`src/rtl/weight_pkg.sv`:
```
// Shared definitions for the weight BRAM read master: default geometry,
// FSM state encoding and the {data, last} entry carried by the skid FIFO.
package weight_pkg;

  localparam int WEIGHT_DEPTH = 28;
  localparam int WEIGHT_AW    = $clog2(WEIGHT_DEPTH);
  localparam int WEIGHT_DW    = 16;

  typedef enum logic [1:0] {
    IDLE,
    FETCH,
    DRAIN,
    LOAD
  } weight_state_t;

  typedef struct packed {
    logic [WEIGHT_DW-1:0] data;
    logic                 last;
  } weight_entry_t;

endpackage

```
`src/rtl/weight_skid_fifo.sv`:
```
// Two-entry FIFO holding BRAM read results; the head entry and the count
// come straight from registers so the stream outputs are glitch-free.
module weight_skid_fifo
  import weight_pkg::*;
(
  input  logic          clk,
  input  logic          rst_n,
  input  logic          push,
  input  logic          pop,
  input  weight_entry_t din,
  output weight_entry_t head,
  output logic [1:0]    count
);

  weight_entry_t head_reg;
  weight_entry_t tail_reg;
  logic [1:0]    count_reg;

  // The caller never pushes into a full FIFO nor pops an empty one.
  always_ff @(posedge clk or negedge rst_n) begin
    if (!rst_n) begin
      head_reg  <= '0;
      tail_reg  <= '0;
      count_reg <= 2'd0;
    end else begin
      case ({push, pop})
        2'b10: begin
          if (count_reg == 2'd0) head_reg <= din;
          else                   tail_reg <= din;
          count_reg <= count_reg + 2'd1;
        end
        2'b01: begin
          head_reg  <= tail_reg;
          count_reg <= count_reg - 2'd1;
        end
        2'b11: begin
          if (count_reg == 2'd2) begin
            head_reg <= tail_reg;
            tail_reg <= din;
          end else begin
            head_reg <= din;
          end
        end
        default: ;
      endcase
    end
  end

  assign head  = head_reg;
  assign count = count_reg;

endmodule

```
`src/rtl/weight_bram_reader.sv`:
```
// Walks one weight BRAM (read on the falling edge) and streams its words out
// as valid/ready beats. Define WEIGHT_RD_LOAD_EN to add the streaming load path.
module weight_bram_reader
  import weight_pkg::*;
#(
  parameter int DEPTH = WEIGHT_DEPTH,
  parameter int AW    = WEIGHT_AW,
  parameter int DW    = WEIGHT_DW
) (
  input  logic          clk,
  input  logic          rst_n,
  input  logic          start,
  output logic          busy,
  output logic          done,
  output logic [AW-1:0] addr,
  output logic          en,
  output logic          we,
  output logic [DW-1:0] di,
  input  logic [DW-1:0] bram_do,
  output logic [DW-1:0] w_data,
  output logic          w_valid,
  input  logic          w_ready,
  output logic          w_last
`ifdef WEIGHT_RD_LOAD_EN
  ,
  input  logic          load,
  input  logic [DW-1:0] ld_data,
  input  logic          ld_valid,
  output logic          ld_ready
`endif
);

  localparam logic [AW-1:0] LAST_ADDR = AW'(DEPTH - 1);

  weight_state_t state_reg, state_next;
  logic [AW-1:0] ptr_reg, ptr_next;
  logic          done_reg, done_next;

  logic          push;
  logic          pop;
  weight_entry_t push_entry;
  weight_entry_t head_entry;
  logic [1:0]    fifo_count;

  always_ff @(posedge clk or negedge rst_n) begin
    if (!rst_n) begin
      state_reg <= IDLE;
      ptr_reg   <= '0;
      done_reg  <= 1'b0;
    end else begin
      state_reg <= state_next;
      ptr_reg   <= ptr_next;
      done_reg  <= done_next;
    end
  end

  // EN only looks at registered state, so w_ready never reaches the BRAM.
  always_comb begin
    state_next      = state_reg;
    ptr_next        = ptr_reg;
    done_next       = 1'b0;
    en              = 1'b0;
    we              = 1'b0;
    di              = '0;
    addr            = ptr_reg;
    push            = 1'b0;
    push_entry.data = bram_do;
    push_entry.last = (ptr_reg == LAST_ADDR);
`ifdef WEIGHT_RD_LOAD_EN
    ld_ready        = 1'b0;
`endif

    case (state_reg)
      IDLE: begin
        if (start) begin
          ptr_next   = '0;
`ifdef WEIGHT_RD_LOAD_EN
          state_next = load ? LOAD : FETCH;
`else
          state_next = FETCH;
`endif
        end
      end
      FETCH: begin
        if (fifo_count < 2'd2) begin
          en   = 1'b1;
          push = 1'b1;
          if (ptr_reg == LAST_ADDR) state_next = DRAIN;
          else                      ptr_next   = ptr_reg + AW'(1);
        end
      end
      DRAIN: begin
        if (pop && head_entry.last) begin
          state_next = IDLE;
          done_next  = 1'b1;
        end
      end
`ifdef WEIGHT_RD_LOAD_EN
      LOAD: begin
        ld_ready = 1'b1;
        if (ld_valid) begin
          en = 1'b1;
          we = 1'b1;
          di = ld_data;
          if (ptr_reg == LAST_ADDR) begin
            state_next = IDLE;
            done_next  = 1'b1;
          end else begin
            ptr_next = ptr_reg + AW'(1);
          end
        end
      end
`endif
      default: state_next = IDLE;
    endcase
  end

  weight_skid_fifo u_fifo (
    .clk   (clk),
    .rst_n (rst_n),
    .push  (push),
    .pop   (pop),
    .din   (push_entry),
    .head  (head_entry),
    .count (fifo_count)
  );

  assign w_valid = (fifo_count != 2'd0);
  assign w_data  = head_entry.data;
  assign w_last  = w_valid & head_entry.last;
  assign pop     = w_valid & w_ready;
  assign busy    = (state_reg != IDLE);
  assign done    = done_reg;

endmodule

```
`config.mk`:
```
export PLATFORM = sky130hd
export DESIGN_NAME = weight_bram_reader
export DESIGN_NICKNAME = d
export VERILOG_FILES = /design/src/rtl/weight_pkg.sv /design/src/rtl/weight_skid_fifo.sv /design/src/rtl/weight_bram_reader.sv
export SDC_FILE = /design/constraint.sdc
export NUM_CORES = 1
export LEC_CHECK = 0
export CORE_MARGIN = 2
export CORE_UTILIZATION = 49
export DETAILED_ROUTE_END_ITERATION = 8
export GPL_TIMING_DRIVEN = 0
export PLACE_DENSITY = 0.77
export SLEW_MARGIN = 20
export SYNTH_ARGS = -nofsm -noshare
export SYNTH_HDL_FRONTEND = slang
export SYNTH_SLANG_ARGS = --single-unit
```
`constraint.sdc`:
```
create_clock -name clk -period 2.7 [get_ports clk]
set_input_delay 0.81 -clock clk [delete_from_list [all_inputs] [get_ports clk]]
set_output_delay 0.81 -clock clk [all_outputs]
set_load 0.005 [all_outputs]
```
==> flow_summary.yaml <==
sta:
  drv_slew: 0
  fin_crit_ns: 2.64
  setup_viol: 0
  worst_slew_pin_slew_ns: 0.638
  fin_crit_sh: 0.978
  slew_headroom: 0.575
  finalHoldViolations: 0
  skew_ns: 0.0112
  fmax_ghz: 0.379
worst_setup_path:
  worstPathCellList: "clkdlybuf4s50_1, o21a_1, buf_6, inv_2, buf_4, ha_1, o211a_1, buf_6, buf_12, mux2_4"
  worstSetupPathType: "in2reg"
  end_kind: "register"
  cp_num_buf_inv: 6
  crit_slowest_cell: "clkdlybuf4s50_1"
  critPathLaunchType: "primary input"
  cpPeakStageDelay_ns: 0.48
  cpMostUsedCell: "buf_6"
  crit_family: "buffers and inverters"
  crit_arrival_ns: 2.83
  critPathMaxFanout: 10
  required_ns: 2.89
synthesis:
  synth_compound_area_frac: 0.163
  ys_seq_area_frac: 0.436
  syn_area_sq_mm: 0.00253
  synthAdderAreaFrac: 0.0248
  ys.flop_type: "dfrtp_1"
  synth_warnings: 0
  ys_seq_elements: 44
  avgSynthCellArea_sq_um: 10.6
  asyncSetResetFlopFracSynth: 1.00
  yosys.area_share.simple: 0.109
  synth-xor-area-share: 0.0104
  synthDistinctLibCells: 38
  synth_edf_count: 0
  synth_cells: 239
  synth_top_family_by_area: "compound AO/OA/AOI/OAI gates"
  synthMuxAreaShare: 0.0985
floorplan:
  die_w_microns: 75.8
  rows: 26
  start_util: 0.501
  dieArea_sq_mm: 0.00575
  die_h_microns: 75.8
  coreArea_sq_mm: 0.00504
  ios: 63
flow_run:
  max_cap_viol_count: 0
cts:
  clkLatencyLatePin_ns: 0.31
  clk_pin_slew_ns: 0.09
  root_buffer: "clkbuf_8"
  cts_buffers: 5
  cts.sinks: 44
  clock_path_buffers: 2
  htreeDepth: 2
  hold_buffers: 0
  cts_tree: "yes"
pwr:
  power_uw: 3700
  power_density_mw_per_mm2: 1130
  worst_ir_drop_vdd_v: 0.000452
  p_leak_uw: 0.00144
place:
  finalWeightedCongestion: 0.748
  hpwl_mm: 3.77
  io_buffers: 45
grt:
  grt_max_degree: 28
  grt_overflow: 0
  grt_antenna_before_repair: 0
  grt_pass1_wl_mm: 8.36
  grt_usage: 0.197
  grt_pass1_vias: 1785
final_layout:
  area_growth_pct: 29.6
  layout_commonest_cell: "clkdlybuf4s50_1"
  antennaDiodeCount: 0
  final_nets: 332
  layout_common_cells: "clkdlybuf4s50_1 (44), dfrtp_1 (43), buf_4 (39)"
  multi_input_comb_area_sq_mm: 0.00110
  drive_above_1_share: 0.295
  regArea_sq_mm: 0.00110
  fill_cells: 413
  postLayoutCoreUtil: 0.650
route:
  vias: 1921
  drt_iter0_drc: 164
  wire_per_inst_microns: 14.2
  first_pass_iters: 4
  drcViolationCount: 0
  drtAntennaViolNets: 0
  wirelength_mm: 5.36
  routed_via_density: 5.08
worst_hold_path:
  min-delay-path-class: "in2async"
outcome:
  outcome: "finished, final reports clean"
[where the power goes]
part           leakage (uW)  internal, uW  switching, uW
Sequential         0.000521           983            194
Clock             0.0000510           204            232
Combinational      0.000867          1240            853
Total               0.00144          2420           1280
[Yosys cell counts, types with 2 or more instances]
library cell  count  share of area
nand2b_1          6          0.015
dfrtp_1          44           0.44
buf_4            34           0.10
ha_1              5          0.025
inv_1             4         0.0059
xnor2_1           3          0.010
nor2_1            2         0.0030
o21ai_0          18          0.036
nor3_1           17          0.034
mux2_4           10          0.059
nand2_1           8          0.012
buf_2             9          0.018
and2_2            2         0.0059
a211oi_1          2         0.0059
o211ai_1         22          0.065
a31oi_1          17          0.042
mux2_2            7          0.031
or2_2             2         0.0049
buf_6             3          0.013
mux2i_1           2         0.0079
clkbuf_1          5         0.0074
[routing by layer]
metal | vias to the layer above | share of wire | global-route usage
met1 | 910 | 0.44 | 0.262
met3 | 8 | 0.043 | 0.0331
met5 | - | 0 | 0
met4 | 0 | 0.016 | 0.0975
met2 | 59 | 0.50 | 0.310
li1 | 944 | - | -
[final cells by class]
class	count	area share
repair buffers	49	0.151
multi-input cells	153	0.336
plain buffers	49	0.115
clock buffers	6	0.0252
well taps	70	0.0267
inverters	5	0.00649
clock inverters	2	0.00306
flip-flops and latches	44	0.337
[stage by stage]
stage                     instance area, sq um  hold slack (ns)  setup TNS [ns]  cells  worst slack, ns
after floorplan                           2590            0.481               0    255            0.318
after global placement                    3130            0.489          -27.76    370           -0.582
after detailed placement                  3150            0.496          -12.89    371           -0.621
after CTS                                 3250            0.517               0    377          0.00751
after global routing                      3280            0.528        -0.00452    378         -0.00452
final                                     3280            0.516               0    378           0.0601
[timing repair]
action                     in CTS  in global routing
setup buffers                   1                  2
setup endpoints to repair      21                 21
pin swaps                       0                  0
resized for setup               7                  7
[worst paths after layout]
kind | cells after the start | startpoint | to | slack [ns]
min | 1 | rst_n | u_fifo.tail_reg[15] | 0.52
min in group clk | 1 | u_fifo.tail_reg[2] | u_fifo.tail_reg[2] | 0.52
max in group asynchronous | 2 | rst_n | u_fifo.head[6] | 1.66
min reg2reg | 1 | u_fifo.tail_reg[2] | u_fifo.tail_reg[2] | 0.52
max | 10 | w_ready | u_fifo.tail_reg[12] | 0.06
max reg2reg | 10 | u_fifo.count[1] | u_fifo.tail_reg[12] | 0.44
[logic make-up (layout without fill, tap and decap cells)]
family          after synthesis  count (layout)
simple gates                 46              46
flops                        44              44
other cells                   1              17
compound gates               63              63
mux                          19              19
xor+xnor                      3               3
fa+ha+maj                     5               5
buf+inv                      58             111
No activity file was read; power rests on OpenSTA's default activity.
